<file path="config.mk">
export PLATFORM = sky130hd
export DESIGN_NAME = ps2_frame_rx
export DESIGN_NICKNAME = d
export VERILOG_FILES = /design/src/rtl/ps2_pkg.sv /design/src/rtl/ps2_line_filter.sv /design/src/rtl/ps2_frame_rx.sv
export SDC_FILE = /design/constraint.sdc
export NUM_CORES = 1
export LEC_CHECK = 0
export CAP_MARGIN = 20
export CORE_AREA = 2 2 65 98
export CTS_CLUSTER_SIZE = 30
export DETAILED_ROUTE_END_ITERATION = 6
export DIE_AREA = 0 0 67 100
export GPL_ROUTABILITY_DRIVEN = 0
export HOLD_SLACK_MARGIN = 0.03
export PLACE_DENSITY = 0.67
export SLEW_MARGIN = 20
export SYNTH_ARGS = -nofsm -noshare
export SYNTH_HDL_FRONTEND = slang
export SYNTH_SLANG_ARGS = --single-unit
export TNS_END_PERCENT = 10
</file>
<file path="constraint.sdc">
create_clock -name sys_clk_i -period 2.8 [get_ports sys_clk_i]
set_input_delay 0.56 -clock sys_clk_i [delete_from_list [all_inputs] [get_ports sys_clk_i]]
set_output_delay 0.56 -clock sys_clk_i [all_outputs]
set_load 0.02 [all_outputs]
</file>
<file path="src/rtl/ps2_pkg.sv">
// ps2_pkg: shared types and frame layout helpers for the PS/2 frame receiver.
//   rx_state_e  - receiver FSM state encoding
//   START_IDX   - bit position of the start bit in the assembled frame
//   frame_len() - total frame length for a given payload width
//   par_idx()   - bit position of the parity bit
//   stop_idx()  - bit position of the stop bit
package ps2_pkg;

  typedef enum logic [1:0] {
    IDLE  = 2'd0,
    RECV  = 2'd1,
    CHECK = 2'd2
  } rx_state_e;

  localparam int START_IDX = 0;

  function automatic int frame_len(input int data_bits);
    return data_bits + 3;
  endfunction

  function automatic int par_idx(input int data_bits);
    return data_bits + 1;
  endfunction

  function automatic int stop_idx(input int data_bits);
    return data_bits + 2;
  endfunction

endpackage

</file>
<file path="src/rtl/ps2_line_filter.sv">
// ps2_line_filter: input conditioning for the raw PS/2 lines.
//   clk_i      - system clock
//   rst_i      - synchronous active-high reset
//   ps2_clk_i  - raw PS/2 clock (asynchronous)
//   ps2_data_i - raw PS/2 data (asynchronous)
//   clk_f_o    - synchronised and debounced PS/2 clock
//   data_s_o   - synchronised PS/2 data
//   fall_o     - high in the first cycle clk_f_o reads low after being high
module ps2_line_filter #(
  parameter int FILTER_LEN = 4
) (
  input  logic clk_i,
  input  logic rst_i,
  input  logic ps2_clk_i,
  input  logic ps2_data_i,
  output logic clk_f_o,
  output logic data_s_o,
  output logic fall_o
);

  localparam int CW = (FILTER_LEN > 1) ? $clog2(FILTER_LEN) : 1;
  localparam logic [CW-1:0] CNT_LAST = CW'(FILTER_LEN - 1);

  logic [1:0]    clk_s_q;
  logic [1:0]    data_s_q;
  logic          clk_f_q;
  logic [CW-1:0] cnt_q;
  logic          fall_q;

  always_ff @(posedge clk_i) begin
    if (rst_i) begin
      clk_s_q  <= 2'b11;
      data_s_q <= 2'b11;
      clk_f_q  <= 1'b1;
      cnt_q    <= '0;
      fall_q   <= 1'b0;
    end else begin
      clk_s_q  <= {clk_s_q[0], ps2_clk_i};
      data_s_q <= {data_s_q[0], ps2_data_i};
      fall_q   <= 1'b0;
      // cnt_q counts consecutive samples that disagree with clk_f_q; the
      // FILTER_LEN-th such sample flips the filtered value.
      if (clk_s_q[1] != clk_f_q) begin
        if (cnt_q == CNT_LAST) begin
          clk_f_q <= clk_s_q[1];
          cnt_q   <= '0;
          fall_q  <= clk_f_q;
        end else begin
          cnt_q <= cnt_q + CW'(1);
        end
      end else begin
        cnt_q <= '0;
      end
    end
  end

  assign clk_f_o  = clk_f_q;
  assign data_s_o = data_s_q[1];
  assign fall_o   = fall_q;

endmodule

</file>
<file path="src/rtl/ps2_frame_rx.sv">
// ps2_frame_rx: PS/2 device-to-host frame receiver with framing checks,
// stall watchdog and a valid/ack holding register.
//   sys_clk_i     - system clock
//   reset_i       - synchronous active-high reset
//   ps2_clk_i     - raw PS/2 clock line
//   ps2_data_i    - raw PS/2 data line
//   out_data_o    - last validated payload
//   out_valid_o   - out_data_o holds an unconsumed byte
//   out_ack_i     - consumer acknowledge, clears out_valid_o
//   overrun_o     - pulse: byte written over an unconsumed one
//   frame_err_o   - pulse: start, parity or stop check failed
//   timeout_err_o - pulse: watchdog aborted a stalled frame
//   busy_o        - receiver is not idle
//
// state | meaning
// IDLE  | waiting for a falling edge with data low (start bit)
// RECV  | shifting frame bits, watchdog running between edges
// CHECK | one cycle: validate frame and update holding register
module ps2_frame_rx
  import ps2_pkg::*;
#(
  parameter int DATA_BITS   = 8,
  parameter int FILTER_LEN  = 4,
  parameter int TIMEOUT_CYC = 100000,
  parameter int ODD_PARITY  = 1
) (
  input  logic                 sys_clk_i,
  input  logic                 reset_i,
  input  logic                 ps2_clk_i,
  input  logic                 ps2_data_i,
  output logic [DATA_BITS-1:0] out_data_o,
  output logic                 out_valid_o,
  input  logic                 out_ack_i,
  output logic                 overrun_o,
  output logic                 frame_err_o,
  output logic                 timeout_err_o,
  output logic                 busy_o
);

  localparam int FL   = frame_len(DATA_BITS);
  localparam int PAR  = par_idx(DATA_BITS);
  localparam int STOP = stop_idx(DATA_BITS);
  localparam int BCW  = $clog2(FL + 1);
  localparam int WDW  = $clog2(TIMEOUT_CYC);
  localparam logic [BCW-1:0] BIT_LAST = BCW'(FL);
  localparam logic [WDW-1:0] WD_LAST  = WDW'(TIMEOUT_CYC - 1);
  localparam logic           ODD      = (ODD_PARITY != 0);

  logic clk_f, data_s, fall, fall_ok;

  ps2_line_filter #(.FILTER_LEN(FILTER_LEN)) u_filter (
    .clk_i      (sys_clk_i),
    .rst_i      (reset_i),
    .ps2_clk_i  (ps2_clk_i),
    .ps2_data_i (ps2_data_i),
    .clk_f_o    (clk_f),
    .data_s_o   (data_s),
    .fall_o     (fall)
  );

  // fall coincides with the filtered clock reading low.
  assign fall_ok = fall & ~clk_f;

  rx_state_e            state_q;
  logic [FL-1:0]        shift_q, shift_d;
  logic [BCW-1:0]       bit_cnt_q, bit_cnt_d;
  logic [WDW-1:0]       wd_q, wd_d;
  logic [DATA_BITS-1:0] out_data_q;
  logic                 out_valid_q, overrun_q, frame_err_q, timeout_q;
  logic                 frame_good;

  always_comb begin
    shift_d   = {data_s, shift_q[FL-1:1]};
    bit_cnt_d = bit_cnt_q + BCW'(1);
    wd_d      = (wd_q == '1) ? wd_q : wd_q + WDW'(1);
    frame_good = ~shift_q[START_IDX] & shift_q[STOP] &
                 ((^shift_q[PAR:1]) == ODD);
  end

  always_ff @(posedge sys_clk_i) begin
    if (reset_i) begin
      state_q     <= IDLE;
      shift_q     <= '0;
      bit_cnt_q   <= '0;
      wd_q        <= '0;
      out_data_q  <= '0;
      out_valid_q <= 1'b0;
      overrun_q   <= 1'b0;
      frame_err_q <= 1'b0;
      timeout_q   <= 1'b0;
    end else begin
      overrun_q   <= 1'b0;
      frame_err_q <= 1'b0;
      timeout_q   <= 1'b0;
      if (out_ack_i && out_valid_q) out_valid_q <= 1'b0;
      case (state_q)
        IDLE: begin
          if (fall_ok && !data_s) begin
            shift_q   <= shift_d;
            bit_cnt_q <= BCW'(1);
            wd_q      <= '0;
            state_q   <= RECV;
          end
        end
        RECV: begin
          if (fall_ok) begin
            shift_q   <= shift_d;
            bit_cnt_q <= bit_cnt_d;
            wd_q      <= '0;
            if (bit_cnt_d == BIT_LAST) state_q <= CHECK;
          end else begin
            wd_q <= wd_d;
            // Abort as the watchdog steps onto its last count so the pulse
            // lands TIMEOUT_CYC cycles after the last edge.
            if (wd_d == WD_LAST) begin
              timeout_q <= 1'b1;
              bit_cnt_q <= '0;
              state_q   <= IDLE;
            end
          end
        end
        CHECK: begin
          if (frame_good) begin
            out_data_q  <= shift_q[DATA_BITS:1];
            out_valid_q <= 1'b1;
            overrun_q   <= out_valid_q & ~out_ack_i;
          end else begin
            frame_err_q <= 1'b1;
          end
          bit_cnt_q <= '0;
          state_q   <= IDLE;
        end
        default: state_q <= IDLE;
      endcase
    end
  end

  assign out_data_o    = out_data_q;
  assign out_valid_o   = out_valid_q;
  assign overrun_o     = overrun_q;
  assign frame_err_o   = frame_err_q;
  assign timeout_err_o = timeout_q;
  assign busy_o        = (state_q != IDLE);

endmodule

</file>
==> flow_metrics.tcl, run 1 <==
set metrics [dict create \
    num_antenna_cells 0 \
    async_flop_share 0 \
    worst_slew_pin_slew_ns 0.720 \
    cp-start-kind "flip-flop" \
    synth-edff-count 0 \
    synth_fp_nets 357 \
    arrival_ns 2.77 \
    clkLatencyLatePin_ns 0.31 \
    cts.sinks 54 \
    cts_root_buf "clkbuf_8" \
    drt_pass1_iterations 6 \
    setup_ws_ns 0.253 \
    grt_overflow 0 \
    path_clk_slew_ns 0.10 \
    wl_per_cell_um 14.6 \
    rsz0062_at_grt "no" \
    cts_buffers 5 \
    drtAntennaViolNets 0 \
    fmax_mhz 393 \
    critical_path_class "flip-flop to flip-flop" \
    fp-row-count 35 \
    grt_pass1_wl_mm 10.7 \
    grt_max_degree 29 \
    finalHoldViolCount 0 \
    post-cts-setup-buffers 0 \
    pre_cts_ws_ns 0.154 \
    antenna_found_initial 0 \
    n_fill_cell 601 \
    worstPathRequired_ns 3.02 \
    leakage_uw 0.00113 \
    clk_path_buf_depth 2 \
    dr_total_vias 2480 \
    min_to "u_filter.data_s_q[1]" \
    crit_path_cell_trace "ha_1, nand3_4, nor4_2, o21ai_1, a2bb2oi_2, nand4_2, and2_4, o32ai_2" \
    p_total_uw 1330 \
    cap_violations 0 \
    syn_area_mm2 0.00285 \
    nets 369 \
    viasPerCell 5.75 \
    placed_area_mm2 0.00307 \
    grtUsageTotal 0.204 \
    syn2layout_area_growth_pct 11.3 \
    port_buffers 17 \
    drv_slew 0 \
    cts_tree "built" \
    hold_path_depth 1 \
    drive_gt1_frac 0.109 \
    cts_resized 0 \
    wl_mm 6.31 \
    r2r_slack_ns 0.25 \
    die-area_mm2 0.00670 \
    rr_worst_depth 8 \
    h-tree-depth 2 \
    end_kind "flip-flop" \
    grt_pass1_vias 2366 \
    maxSlewHeadroom 0.518 \
    place_hpwl_mm 4.60 \
    cp_slowest_cell "dfxtp_1" \
    die_y_um 100 \
    netlist_instances 344 \
    ys_ff_latch 54 \
    setup_viol 0 \
    cpPeakStageDelay_ns 0.46 \
    finalInstanceArea_mm2 0.00317 \
    rr_endpoint "bit_cnt_q[3]" \
    tns_ns 0 \
    syn_area_per_cell_um2 8.27 \
    vdd_drop_max_mv 0.407 \
    hold_buffers 0 \
    worstHoldPathType "flip-flop to flip-flop" \
    r2r_start "wd_q[0]" \
    skew_ns 0.00339 \
    start_util 0.478 \
    period_minus_slack_ns 2.55 \
    io_pins 18 \
    synth_cell_type_count 56 \
    seq_area_frac_synth 0.380 \
    dr.first_iter.drc_count 142 \
    die_w_um 67 \
    drcViolationCount 0 \
    pwr_density_cell_mw_per_mm2 420 \
    min_period_over_period 0.910 \
    cp_max_fo 8 \
    hp-start "u_filter.data_s_q[0]" \
    core_mm2 0.00596 \
    status "finished clean" \
    yosys_warnings 0 \
    synth-main-ff-cell "dfxtp_1" \
]
-- layer usage --
metal	part of all wire	wire length (um)	track usage	up-vias
met3	0.031	196	0.0291	12
met5	0	0	0	-
met4	0.025	156	0.0754	0
li1	-	-	-	1249
met2	0.54	3390	0.382	55
met1	0.41	2570	0.225	1164
-- where the power goes --
group | leakage [uW] | switching, uW | internal (uW)
clock network | 0.0000408 | 273 | 180
registers | 0.000436 | 6.64 | 775
logic | 0.000650 | 60.4 | 35.7
-- cell families after synthesis --
| group | count (synthesis) | synth area share |
|---|---|---|
| flops | 54 | 0.380 |
| mux | 10 | 0.0352 |
| simple gates | 142 | 0.266 |
| buf+inv | 27 | 0.0382 |
| fa+ha+maj | 8 | 0.0352 |
| compound gates | 91 | 0.204 |
| xor+xnor | 12 | 0.0418 |
-- through the flow --
| stage | utilization | hold WS, ns | instances |
|---|---|---|---|
| floorplan | - | 0.389 | 344 |
| global placement | 0.516 | 0.395 | 423 |
| detailed placement | 0.516 | 0.399 | 423 |
| CTS | 0.531 | 0.424 | 431 |
| global route | 0.532 | 0.440 | 431 |
| finish | 0.532 | 0.419 | 431 |
-- state kept, by name, summed over array words and instances, names as in the netlist --
register           cells
bit_cnt_q              4
out_valid_o            1
frame_err_o            1
timeout_err_o          1
u_filter.fall_o        1
shift_q               11
overrun_o              1
u_filter.cnt_q         2
state_q                2
wd_q                  17
out_data_o             8
u_filter.clk_f_o       1
u_filter.data_s_q      2
u_filter.clk_s_q       2
-- area by class of cell --
type | count | area (um^2) | share of cell area
sequential | 54 | 1080 | 0.341
multi-input combinational | 263 | 1660 | 0.525
clock inverter | 3 | 23.8 | 0.00750
clock buffer | 5 | 68.8 | 0.0217
timing repair buffer | 22 | 203 | 0.0640
tap | 74 | 92.6 | 0.0292
inverter | 10 | 37.5 | 0.0118
-- worst max path at each step --
stage | start | to | slack, ns | cells after the start
after CTS | wd_q[0] | bit_cnt_q[3] | 0.14 | 8
final | wd_q[0] | bit_cnt_q[3] | 0.25 | 8
after global placement | wd_q[0] | bit_cnt_q[1] | 0.32 | 8
after global routing | wd_q[0] | bit_cnt_q[3] | 0.02 | 8
after floorplan | wd_q[0] | bit_cnt_q[1] | 0.57 | 9
after detailed placement | wd_q[0] | bit_cnt_q[3] | 0.15 | 8
-- cells in the final DEF (no fill, tap or decap), types with 7 or more instances in the layout --
cell             count
dfxtp_1             54
nand2_1             46
a21oi_1             35
nor2_1              32
o21ai_0             20
clkdlybuf4s50_1     16
nor3_1              14
inv_1               10
xnor2_1             10
mux2i_1             10
ha_1                 8
or2_2                7
-- critical path, delay by kind of cell, from the launching register on --
family          cells  cell delay, ns
simple gates        4            0.97
compound gates      3            0.61
flops               1            0.46
fa+ha+maj           1            0.43
-- Yosys cell counts, types with 2 or more instances --
cell type | count | area (um^2)
nor3b_1 | 3 | 22.5
a32oi_1 | 2 | 17.5
o21a_1 | 2 | 15.0
nand4_1 | 5 | 31.3
nor2_1 | 32 | 120
and3_1 | 4 | 25.0
ha_1 | 8 | 100
xnor2_1 | 10 | 87.6
or4_1 | 2 | 15.0
inv_1 | 10 | 37.5
nand4_2 | 2 | 25.0
nand2_1 | 46 | 173
mux2i_1 | 10 | 100
clkbuf_1 | 11 | 41.3
a21oi_1 | 35 | 175
o22ai_1 | 2 | 12.5
a311oi_1 | 5 | 43.8
nand3_4 | 2 | 35.0
dfxtp_1 | 54 | 1080
nor3_1 | 14 | 70.1
o21ai_0 | 20 | 100
or3_1 | 2 | 12.5
o21ai_1 | 3 | 15.0
nand3_1 | 5 | 25.0
and2_1 | 3 | 18.8
nor4_1 | 2 | 12.5
nand2b_1 | 4 | 25.0
or2_2 | 7 | 43.8
buf_2 | 5 | 25.0
a211oi_1 | 3 | 22.5
a21o_1 | 2 | 15.0
a31oi_1 | 5 | 31.3
Power figures use the tool's default switching activity.
==> run 2: changes to the inputs <==
CTS_BUF_LIST = sky130_fd_sc_hd__clkbuf_16   (was default)
==> flow_metrics.tcl, run 2 (synthesized netlist as in run 1, its figures left out) <==
set metrics [dict create \
    status "finished clean" \
    r2r_start "wd_q[0]" \
    drive_gt1_frac 0.109 \
    power.internal_uw 1150 \
    place_hpwl_mm 4.60 \
    critical_path_class "flip-flop to flip-flop" \
    io_pins 18 \
    grtUsageTotal 0.204 \
    crit_path_cell_trace "ha_1, nand3_4, nor4b_1, o2111a_1, a2bb2oi_2, nand4_2, and2_4, o32ai_2" \
    min_period_over_period 0.907 \
    dr.first_iter.drc_count 120 \
    die-area_mm2 0.00670 \
    tns_ns 0 \
    end_kind "flip-flop" \
    cap_violations 0 \
    finalHoldViolCount 0 \
    routed.top_layer "met4" \
    path_clk_slew_ns 0.07 \
    wl_per_cell_um 14.7 \
    fmax_mhz 394 \
    met2_length_mm 3.36 \
    drv_slew 0 \
    num_antenna_cells 0 \
    worstPathRequired_ns 3.01 \
    wl_mm 6.32 \
    cp-start-kind "flip-flop" \
    swShare 0.237 \
    start_util 0.478 \
    largest_register_ffs 17 \
    p_clk_frac 0.416 \
    setup_viol 0 \
    nets 369 \
    cts_tree "built" \
    worstHoldPathType "flip-flop to flip-flop" \
    dr_total_vias 2502 \
    dr_wl_met3_um 147 \
    arrival_ns 2.74 \
    fp-row-count 35 \
    leakage_uw 0.00115 \
    cp_max_fo 8 \
    cp_slowest_cell "dfxtp_1" \
    die_w_um 67 \
    drcViolationCount 0 \
    pwr_density_cell_mw_per_mm2 466 \
    rr_worst_depth 8 \
    syn2layout_area_growth_pct 13.3 \
    wl_met1_mm 2.61 \
    die_y_um 100 \
    hold_path_depth 1 \
    p_total_uw 1500 \
    dp_cells 423 \
    cpPeakStageDelay_ns 0.44 \
    grt_overflow 0 \
    viasPerCell 5.81 \
    rsz0062_at_grt "no" \
    clkLatencyLatePin_ns 0.29 \
    p_seq_frac 0.520 \
    stdcell_count 431 \
    power.switching_uw 356 \
    port_buffers 17 \
    clk_path_buf_depth 2 \
    grt_pass1_vias 2427 \
    skew_ns 0.00484 \
    p_comb_frac 0.064 \
    cts.sinks 54 \
    h-tree-depth 2 \
    rr_endpoint "bit_cnt_q[3]" \
    cts_buffers 5 \
    antenna_found_initial 0 \
    maxSlewHeadroom 0.522 \
    r2r_slack_ns 0.26 \
    drtAntennaViolNets 0 \
    layout_common_cells "54 x dfxtp_1, 46 x nand2_1, 35 x a21oi_1, 32 x nor2_1, 20 x o21ai_0" \
    cts_root_buf "clkbuf_16" \
    worst_slew_pin_slew_ns 0.714 \
    hp-start "u_filter.data_s_q[0]" \
    min_to "u_filter.data_s_q[1]" \
    period_minus_slack_ns 2.54 \
    vdd_drop_max_mv 0.311 \
    regMostFlops "wd_q" \
    final_common_cell "dfxtp_1" \
    core_mm2 0.00596 \
    drt_pass1_iterations 4 \
    grt_max_degree 29 \
    grt_pass1_wl_mm 10.7 \
]
run 2: through the flow:
stage / hold WS (ns) / utilization / setup slack [ns] / cell area [um^2]
6_report: 0.411 / 0.542 / 0.261 / 3230
5_1_grt: 0.430 / 0.542 / 0.0225 / 3230
4_1_cts: 0.416 / 0.541 / 0.143 / 3220
3_5_place_dp: 0.399 / 0.516 / 0.154 / 3070
3_3_place_gp: 0.395 / 0.516 / 0.319 / 3070
2_1_floorplan: 0.389 / - / 0.572 / 2850
run 2: how the worst max path moves through the flow:
| stage | from | end | cells after the start |
|---|---|---|---|
| global placement | wd_q[0] | bit_cnt_q[1] | 8 |
| global route | wd_q[0] | bit_cnt_q[3] | 8 |
| detailed placement | wd_q[0] | bit_cnt_q[3] | 8 |
| floorplan | wd_q[0] | bit_cnt_q[1] | 9 |
| finish | wd_q[0] | bit_cnt_q[3] | 8 |
| CTS | wd_q[0] | bit_cnt_q[3] | 8 |
run 2: metal layers:
metal / global-route usage / up-vias
li1: - / 1254
met1: 0.218 / 1180
met2: 0.379 / 51
met3: 0.0247 / 17
met4: 0.0989 / 0
met5: 0 / -
run 2: area by class of cell:
type                       count  area, um^2
clock buffer                   5         125
clock inverter                 3        23.8
tap                           74        92.6
fill                         593        2730
inverter                      10        37.5
multi-input combinational    263        1660
sequential                    54        1080
timing repair buffer          22         203
run 2: worst max-delay path, delay by kind of cell (launching register included):
family	cells	cell delay, ns
simple gates	4	0.90
compound gates	3	0.68
flops	1	0.44
fa+ha+maj	1	0.43
run 2: power by group through the flow:
stage | logic (uW) | registers (uW) | clock network, uW
after global routing | 106 | 783 | 667
after global placement | 94.8 | 800 | 0
after floorplan | 69.1 | 798 | 0
after CTS | 95.9 | 782 | 643
after detailed placement | 95.7 | 800 | 0
final | 95.9 | 782 | 625
run 2: timing repair:
item	CTS	global route
hold buffers	0	0
gates resized for setup	0	1
setup buffers	0	0
endpoints found under the setup margin	0	4
